===== src/rtl/viterbi_pkg.sv =====
// Shared constants for the rate-1/2, K=3 Viterbi ACS stage: trellis tables,
// default widths and the path-metric type.
package viterbi_pkg;

    localparam int unsigned N_STATES    = 4;
    localparam int unsigned PM_W_DEF    = 8;
    localparam int unsigned INIT_PM_DEF = 64;

    // Next state s'={u,b1}: candidate A comes from {b1,0}, candidate B from {b1,1}.
    localparam logic [1:0] PRED_A [N_STATES] = '{2'd0, 2'd2, 2'd0, 2'd2};
    localparam logic [1:0] PRED_B [N_STATES] = '{2'd1, 2'd3, 2'd1, 2'd3};
    // Codeword {c1,c0} on each branch, used to pick the branch metric.
    localparam logic [1:0] CW_A   [N_STATES] = '{2'd0, 2'd2, 2'd3, 2'd1};
    localparam logic [1:0] CW_B   [N_STATES] = '{2'd3, 2'd1, 2'd0, 2'd2};

    typedef logic [PM_W_DEF-1:0] pm_t;

endpackage


===== src/rtl/acs_state_update_if.sv =====
// Branch-metric input / path-metric output bundle of the ACS stage.
interface acs_state_update_if
    import viterbi_pkg::*;
#(
    parameter int unsigned PM_W = PM_W_DEF
);
    logic                       init;
    logic                       in_valid;
    logic [1:0]                 bm_00;
    logic [1:0]                 bm_01;
    logic [1:0]                 bm_10;
    logic [1:0]                 bm_11;
    logic                       out_valid;
    logic [N_STATES-1:0]        dec;
    logic [N_STATES*PM_W-1:0]   pm;
    logic [1:0]                 best_state;

    modport master (
        output init, in_valid, bm_00, bm_01, bm_10, bm_11,
        input  out_valid, dec, pm, best_state
    );

    modport slave (
        input  init, in_valid, bm_00, bm_01, bm_10, bm_11,
        output out_valid, dec, pm, best_state
    );
endinterface


===== src/rtl/acs_state_update_acs_unit.sv =====
// One add-compare-select cell: two candidates at PM_W+1 bits, ties keep A.
module acs_unit #(
    parameter int unsigned PM_W = 8
) (
    input  logic [PM_W-1:0] i_pm_a,
    input  logic [PM_W-1:0] i_pm_b,
    input  logic [1:0]      i_bm_a,
    input  logic [1:0]      i_bm_b,
    output logic [PM_W:0]   o_pm_new,
    output logic            o_dec
);
    logic [PM_W:0] w_cand_a;
    logic [PM_W:0] w_cand_b;

    always_comb begin
        w_cand_a = {1'b0, i_pm_a} + {{(PM_W-1){1'b0}}, i_bm_a};
        w_cand_b = {1'b0, i_pm_b} + {{(PM_W-1){1'b0}}, i_bm_b};
        o_dec    = (w_cand_b < w_cand_a);
        o_pm_new = o_dec ? w_cand_b : w_cand_a;
    end
endmodule


===== src/rtl/acs_state_update.sv =====
// ACS stage of the K=3 Viterbi decoder: four ACS cells, metric normalisation,
// best-state selection and the registered path metrics.
module acs_state_update
    import viterbi_pkg::*;
#(
    parameter int unsigned PM_W    = PM_W_DEF,
    parameter int unsigned INIT_PM = INIT_PM_DEF
) (
    input  logic              clk,
    input  logic              rst_n,
    acs_state_update_if.slave bus
);
    localparam logic [PM_W-1:0] PM_INIT = PM_W'(INIT_PM);

    logic [PM_W-1:0]     r_pm [N_STATES];
    logic [N_STATES-1:0] r_dec;
    logic [1:0]          r_best;
    logic                r_out_valid;

    logic [1:0]          w_bm       [N_STATES];
    logic [PM_W:0]       w_new      [N_STATES];
    logic [PM_W-1:0]     w_norm     [N_STATES];
    logic [N_STATES-1:0] w_dec;
    logic [N_STATES-1:0] w_top_bits;
    logic [N_STATES-1:0] w_ovf;
    logic [1:0]          w_idx_lo;
    logic [1:0]          w_idx_hi;
    logic [1:0]          w_best;

    always_comb begin
        w_bm[0] = bus.bm_00;
        w_bm[1] = bus.bm_01;
        w_bm[2] = bus.bm_10;
        w_bm[3] = bus.bm_11;
    end

    for (genvar g = 0; g < N_STATES; g++) begin : g_acs
        acs_unit #(.PM_W(PM_W)) u_acs (
            .i_pm_a   (r_pm[PRED_A[g]]),
            .i_pm_b   (r_pm[PRED_B[g]]),
            .i_bm_a   (w_bm[CW_A[g]]),
            .i_bm_b   (w_bm[CW_B[g]]),
            .o_pm_new (w_new[g]),
            .o_dec    (w_dec[g])
        );
    end

    // Clearing the MSB in all four only when all have it set keeps differences intact.
    always_comb begin
        w_top_bits = '0;
        w_ovf      = '0;
        for (int unsigned i = 0; i < N_STATES; i++) begin
            w_top_bits[i] = w_new[i][PM_W-1];
            w_ovf[i]      = w_new[i][PM_W];
        end
        for (int unsigned i = 0; i < N_STATES; i++) begin
            w_norm[i] = w_new[i][PM_W-1:0];
            if (&w_top_bits) begin
                w_norm[i][PM_W-1] = 1'b0;
            end
        end
    end

    // Two-level minimum tree; strict compares keep the lower index on ties.
    always_comb begin
        w_idx_lo = (w_norm[1] < w_norm[0]) ? 2'd1 : 2'd0;
        w_idx_hi = (w_norm[3] < w_norm[2]) ? 2'd3 : 2'd2;
        w_best   = (w_norm[w_idx_hi] < w_norm[w_idx_lo]) ? w_idx_hi : w_idx_lo;
    end

    always_ff @(posedge clk or negedge rst_n) begin
        if (!rst_n) begin
            for (int unsigned i = 0; i < N_STATES; i++) begin
                r_pm[i] <= (i == 0) ? '0 : PM_INIT;
            end
            r_dec       <= '0;
            r_best      <= '0;
            r_out_valid <= 1'b0;
        end else if (bus.init) begin
            for (int unsigned i = 0; i < N_STATES; i++) begin
                r_pm[i] <= (i == 0) ? '0 : PM_INIT;
            end
            r_dec       <= '0;
            r_best      <= '0;
            r_out_valid <= 1'b0;
        end else if (bus.in_valid) begin
            for (int unsigned i = 0; i < N_STATES; i++) begin
                r_pm[i] <= w_norm[i];
            end
            r_dec       <= w_dec;
            r_best      <= w_best;
            r_out_valid <= 1'b1;
        end else begin
            r_out_valid <= 1'b0;
        end
    end

    always_comb begin
        bus.pm = '0;
        for (int unsigned i = 0; i < N_STATES; i++) begin
            bus.pm[i*PM_W +: PM_W] = r_pm[i];
        end
        bus.dec        = r_dec;
        bus.best_state = r_best;
        bus.out_valid  = r_out_valid;
    end

    a_no_overflow: assert property (@(posedge clk) disable iff (!rst_n)
        (bus.in_valid && !bus.init) |-> (w_ovf == '0));

endmodule

===== src/flat_wrapper.sv =====
// flat-port wrapper written by rule: the top's interface ports become plain ports
module acs_state_update_flat import viterbi_pkg::*;
#(
    parameter int unsigned PM_W    = PM_W_DEF,
    parameter int unsigned INIT_PM = INIT_PM_DEF
)
  (clk, rst_n, bus_init, bus_in_valid, bus_bm_00, bus_bm_01, bus_bm_10, bus_bm_11, bus_out_valid, bus_dec, bus_pm, bus_best_state);
  acs_state_update_if #(.PM_W(PM_W)) bus_i ();
  input  logic clk;
  input  logic rst_n;
  input wire logic [$bits(bus_i.init)-1:0] bus_init;
  input wire logic [$bits(bus_i.in_valid)-1:0] bus_in_valid;
  input wire logic [$bits(bus_i.bm_00)-1:0] bus_bm_00;
  input wire logic [$bits(bus_i.bm_01)-1:0] bus_bm_01;
  input wire logic [$bits(bus_i.bm_10)-1:0] bus_bm_10;
  input wire logic [$bits(bus_i.bm_11)-1:0] bus_bm_11;
  output wire logic [$bits(bus_i.out_valid)-1:0] bus_out_valid;
  output wire logic [$bits(bus_i.dec)-1:0] bus_dec;
  output wire logic [$bits(bus_i.pm)-1:0] bus_pm;
  output wire logic [$bits(bus_i.best_state)-1:0] bus_best_state;
  assign bus_i.init = bus_init;
  assign bus_i.in_valid = bus_in_valid;
  assign bus_i.bm_00 = bus_bm_00;
  assign bus_i.bm_01 = bus_bm_01;
  assign bus_i.bm_10 = bus_bm_10;
  assign bus_i.bm_11 = bus_bm_11;
  assign bus_out_valid = bus_i.out_valid;
  assign bus_dec = bus_i.dec;
  assign bus_pm = bus_i.pm;
  assign bus_best_state = bus_i.best_state;
  acs_state_update #(.PM_W(PM_W), .INIT_PM(INIT_PM)) u_core (.clk(clk), .rst_n(rst_n), .bus(bus_i));
endmodule

===== config.mk =====
export PLATFORM = sky130hd
export DESIGN_NAME = acs_state_update_flat
export DESIGN_NICKNAME = d
export VERILOG_FILES = /design/src/rtl/viterbi_pkg.sv /design/src/rtl/acs_state_update_if.sv /design/src/rtl/acs_state_update_acs_unit.sv /design/src/rtl/acs_state_update.sv /design/src/flat_wrapper.sv
export SDC_FILE = /design/constraint.sdc
export NUM_CORES = 1
export LEC_CHECK = 0
export CORE_MARGIN = 3
export CORE_UTILIZATION = 58
export DETAILED_ROUTE_END_ITERATION = 7
export GPL_ROUTABILITY_DRIVEN = 0
export MAX_ROUTING_LAYER = met4
export PLACE_DENSITY = 0.81
export SLEW_MARGIN = 20
export SYNTH_ARGS = -nofsm -noshare
export SYNTH_HDL_FRONTEND = slang
export SYNTH_SLANG_ARGS = --single-unit

===== constraint.sdc =====
create_clock -name clk -period 6.6 [get_ports clk]
set_input_delay 0.99 -clock clk [delete_from_list [all_inputs] [get_ports clk]]
set_output_delay 0.99 -clock clk [all_outputs]
set_load 0.02 [all_outputs]

==> results of run 1 <==
-- kinds of logic after synthesis --
group / synth area share, %
AO/OA/AOI/OAI: 14.9
XOR/XNOR: 9.06
adder cells (fa/ha/maj): 22.3
buffers and inverters: 6.09
flip-flops: 21.1
multiplexers: 9.70
AND/OR/NAND/NOR: 16.9
-- layer usage --
metal | GRT overflow | global-route usage (%)
met4 | 4 | 64.9
met1 | 0 | 72.5
met3 | 0 | 50.7
met2 | 0 | 85.9
met5 | - | -
-- timing repair --
| action | in CTS |
|---|---|
| gates resized for setup | 68 |
| setup endpoints to repair | 2 |
| hold buffers | 0 |
| setup buffers | 14 |
| pin swaps | 23 |
| cloned | 2 |
-- stage by stage --
stage,hold slack (ns),area [sq um],instances
4_1_cts,0.552,6510,820
3_5_place_dp,0.530,5980,796
3_3_place_gp,0.504,5980,796
2_1_floorplan,0.583,4640,566
==> flow_metrics.py, run 1 <==
metrics = {
    "synthesis": {
        "synth_area_leader_cell": "dfrtp_1",
        "yosysWarnings": 0,
        "yosysMostFrequentCell": "nor2_1",
        "synth_cell_type_count": 53,
        "synth.avg_cell_area_sq_um": 8.20,
        "syn_inst": 566,
        "syn_nets": 656,
        "ys.flop_type": "dfrtp_1",
        "ys_top_cells_by_area": "dfrtp_1 19%, ha_1 19%, mux2i_1 8.4%",
        "synthArstFlopShare_pct": 100,
        "ys_seq_elements": 39,
        "syn-cell-area_sq_um": 4640,
        "synth_edf_count": 0,
        "synth.cells.most_frequent": "94 x nor2_1, 70 x ha_1, 47 x inv_1, 41 x a21oi_1, 39 x mux2i_1",
        "yosysTopAreaCellShare_pct": 19.4,
        "ys_seq_area_share_pct": 21.1,
    },
    "outcome": {
        "stop_stage": "global routing (5_1_grt)",
        "first-error": "[ERROR GRT-0232] Routing congestion too high. Check the congestion heatmap in the GUI.",
        "status": "aborted with a tool error",
    },
    "clock_tree": {
        "cts_max_level": 2,
        "cts_buffers": 5,
        "clkSinkCount": 39,
        "cts_root_buf": "clkbuf_8",
        "clock_path_buffers": 2,
    },
    "global_route": {
        "overflow": 4,
        "grtUsageTotal_pct": 70.6,
        "grt_max_degree": 45,
    },
    "timing": {
        "worst-ep-kind": "register data pin",
        "postGrtWorstEndpoint": "u_core.bus.best_state[0]$_DFFE_PN0P_/D",
    },
    "placed_design": {
        "dp_slack_ns": -0.810,
        "io_buffers": 50,
        "dp_hpwl_microns": 11500,
    },
    "die": {
        "die_h_microns": 95.5,
        "io_pins": 51,
        "die_x_microns": 95.5,
        "rows": 31,
        "start_util_pct": 61.7,
    },
}
==> inputs of run 2 (changes only) <==
- CORE_UTILIZATION: 58 -> 40
- MAX_ROUTING_LAYER: met4 -> unset
- PLACE_DENSITY: 0.81 -> unset
- PLACE_DENSITY_LB_ADDON: unset -> 0.15
==> run 2 against run 1 <==
The run now ends clean. Synthesized area stayed put. Synthesized cell count did not move.
==> flow_metrics.py, run 2 <==
metrics = {
    "outcome": {
        "status": "complete, no violations",
    },
    "route": {
        "wire_per_inst_microns": 17.8,
        "wl_met2_microns": 7500,
        "viasPerCell": 5.40,
        "met1_length_microns": 7480,
        "ant_nets": 0,
        "route.met3.wl_microns": 715,
        "top_layer": "met4",
        "drt-total-wl_microns": 15900,
        "vias": 4826,
        "drt_iter0_drc": 416,
        "drt-pass1-iter-count": 5,
        "drc": 0,
    },
    "synthesis": {
        "ys.flop_type": "dfrtp_1",
        "syn-cell-area_sq_um": 4640,
        "synthArstFlopShare_pct": 100,
        "ys_seq_elements": 39,
        "yosysMostFrequentCell": "nor2_1",
        "ys_seq_area_share_pct": 21.1,
        "synth_area_leader_cell": "dfrtp_1",
        "syn_inst": 566,
        "yosysWarnings": 0,
        "syn_nets": 656,
        "synth_cell_type_count": 53,
        "synth_edf_count": 0,
        "ys_top_cells_by_area": "dfrtp_1 19%, ha_1 19%, mux2i_1 8.4%",
        "synth.avg_cell_area_sq_um": 8.20,
        "yosysTopAreaCellShare_pct": 19.4,
        "synth.cells.most_frequent": "94 x nor2_1, 70 x ha_1, 47 x inv_1, 41 x a21oi_1, 39 x mux2i_1",
    },
    "worst_setup_path": {
        "required_ns": 6.78,
        "cp_slowest_stage_delay_ns": 0.38,
        "end_kind": "flop",
        "rr_endpoint": "u_core.bus.best_state[0]$_DFFE_PN0P_",
        "crit_path_start_kind": "primary input",
        "worstPathMaxFanout": 5,
        "r2r.worst_path.cells": 31,
        "reg2reg_from": "u_core.bus.pm[9]$_DFFE_PN0P_",
        "cp_slowest_cell": "fa_2",
        "path_class": "in -> reg",
        "r2r_slack_ns": 0.34,
        "arrival_ns": 6.72,
    },
    "clock_tree": {
        "clkSinkCount": 39,
        "cts_buffers": 5,
        "cts_max_level": 2,
        "ctsHoldBuffers": 0,
        "clk_latency_ns": 0.29,
        "clk_pin_slew_worst_paths_ns": 0.06,
        "cts_tree": "yes",
        "clock_path_buffers": 2,
        "cts_root_buf": "clkbuf_16",
    },
    "cells_and_area": {
        "layout_commonest_cell": "buf_4",
        "layout_common_cells": "145 x buf_4, 80 x nor2_1, 52 x ha_1",
        "final_area_sq_um": 7270,
        "n_fill_cell": 883,
        "drive_above_1_share_pct": 38.2,
        "utilization_pct": 65.6,
        "largest_register_ffs": 32,
        "syn_to_final_growth_pct": 56.6,
        "nets": 842,
        "fin_cells": 893,
        "antenna_cells": 0,
    },
    "hold_path": {
        "hold_end": "u_core.bus.dec[1]$_DFFE_PN0P_",
        "holdPathStages": 2,
        "min-delay-start": "u_core.bus.dec[1]$_DFFE_PN0P_",
        "hp-class": "reg -> reg",
    },
    "pwr": {
        "power.switching_mw": 1.05,
        "p_clk_share_pct": 11.8,
        "leakagePower_nw": 3.40,
        "peakVddDrop_uv": 265,
        "p_int_mw": 1.42,
        "power_frac_comb_pct": 74.2,
        "p_sw_share_pct": 42.6,
        "total_power_mw": 2.46,
        "power_frac_seq_pct": 13.9,
        "p_per_area_nw_per_um2": 339,
    },
    "placed_design": {
        "io_buffers": 50,
        "placed_cells": 847,
        "dp_slack_ns": -0.848,
        "placed_cell_area_sq_um": 6090,
        "dp_hpwl_microns": 11500,
    },
    "global_route": {
        "overflow": 0,
        "grtUsageTotal_pct": 23.5,
        "antenna_found_initial": 0,
        "grt_max_degree": 45,
        "first_global_vias": 4729,
        "grt_first_pass_wirelength_microns": 24300,
    },
    "timing": {
        "fin_skew_ns": 0.00622,
        "fmax_mhz": 153,
        "slew_violations": 0,
        "timing.final.crit_share_pct": 99.1,
        "finalHoldViolations": 0,
        "worst_pin_slew_ns": 0.997,
        "setup_slack_ns": 0.0601,
        "rsz0062_at_grt": "true",
        "holdWs_ns": 0.528,
        "finalSetupViolations": 0,
        "final.min_clock_period_ns": 6.54,
        "tns_ns": 0,
        "max-slew-margin-rel_pct": 33.6,
    },
    "die": {
        "rows": 38,
        "die_area_sq_um": 12900,
        "io_pins": 51,
        "placeableCoreArea_sq_um": 11100,
        "die_h_microns": 114,
        "start_util_pct": 41.9,
        "die_x_microns": 114,
    },
    "job": {
        "cap_viol_max_count": 0,
    },
}
-- run 2: how the worst max path moves through the flow --
stage                             from                                    to  slack, ns  depth (start not counted)
after global routing      bus_bm_00[0]  u_core.bus.best_state[0]$_DFFE_PN0P_      -0.19                         34
after global placement    bus_bm_10[0]  u_core.bus.best_state[0]$_DFFE_PN0P_      -0.68                         31
after CTS                 bus_bm_01[0]  u_core.bus.best_state[0]$_DFFE_PN0P_      0.004                         31
after floorplan           bus_bm_00[0]  u_core.bus.best_state[0]$_DFFE_PN0P_       0.07                         30
after detailed placement  bus_bm_00[0]  u_core.bus.best_state[0]$_DFFE_PN0P_      -0.85                         32
final                     bus_bm_00[0]  u_core.bus.best_state[0]$_DFFE_PN0P_       0.06                         32
-- run 2: power groups by stage --
stage               logic, mW  registers, mW  clock network [mW]
global placement         1.34          0.336                   0
finish                   1.83          0.343               0.292
CTS                      1.59          0.335               0.297
global route             1.98          0.350               0.306
detailed placement       1.38          0.337                   0
floorplan               0.779          0.341                   0
-- run 2: critical path, delay by kind of cell --
family,cells,cell delay [ns]
simple gates,10,1.61
compound gates,7,1.35
fa+ha+maj,5,1.33
buf+inv,8,1.01
mux,2,0.39
-- run 2: repair_timing --
item	CTS	global route
endpoints found under the hold margin	0	0
setup endpoints to repair	2	2
gates resized for setup	77	95
pin swaps	23	62
gates cloned	0	1
setup buffers	14	23
-- run 2: final cells by class --
cell class,instances,area (sq um),share of cell area (%)
Inverter,47,176,2.43
Clock inverter,2,35.0,0.482
Clock buffer,6,139,1.91
Timing Repair Buffer,207,1710,23.6
Sequential cell,39,980,13.5
Tap cell,140,175,2.41
Multi-Input combinational cell,452,4050,55.7
-- run 2: layer usage --
metal	vias to the layer above	track usage, %
met5	-	0
met4	0	4.49
met3	17	3.98
met2	131	37.4
met1	2340	33.7
li1	2338	-
-- run 2: cell families (layout without fill, tap and decap cells) --
group	after synthesis	after routing	share of synthesized area, %
muxes	44	44	9.70
xor gates and xnor gates	48	48	9.06
adders and majority gates	78	78	22.3
AOI/OAI and AO/OA	103	103	14.9
and+or+nand+nor	179	179	16.9
DFF	39	39	21.1
buffers and inverters	75	262	6.09
No activity file was read; power rests on OpenSTA's default activity.
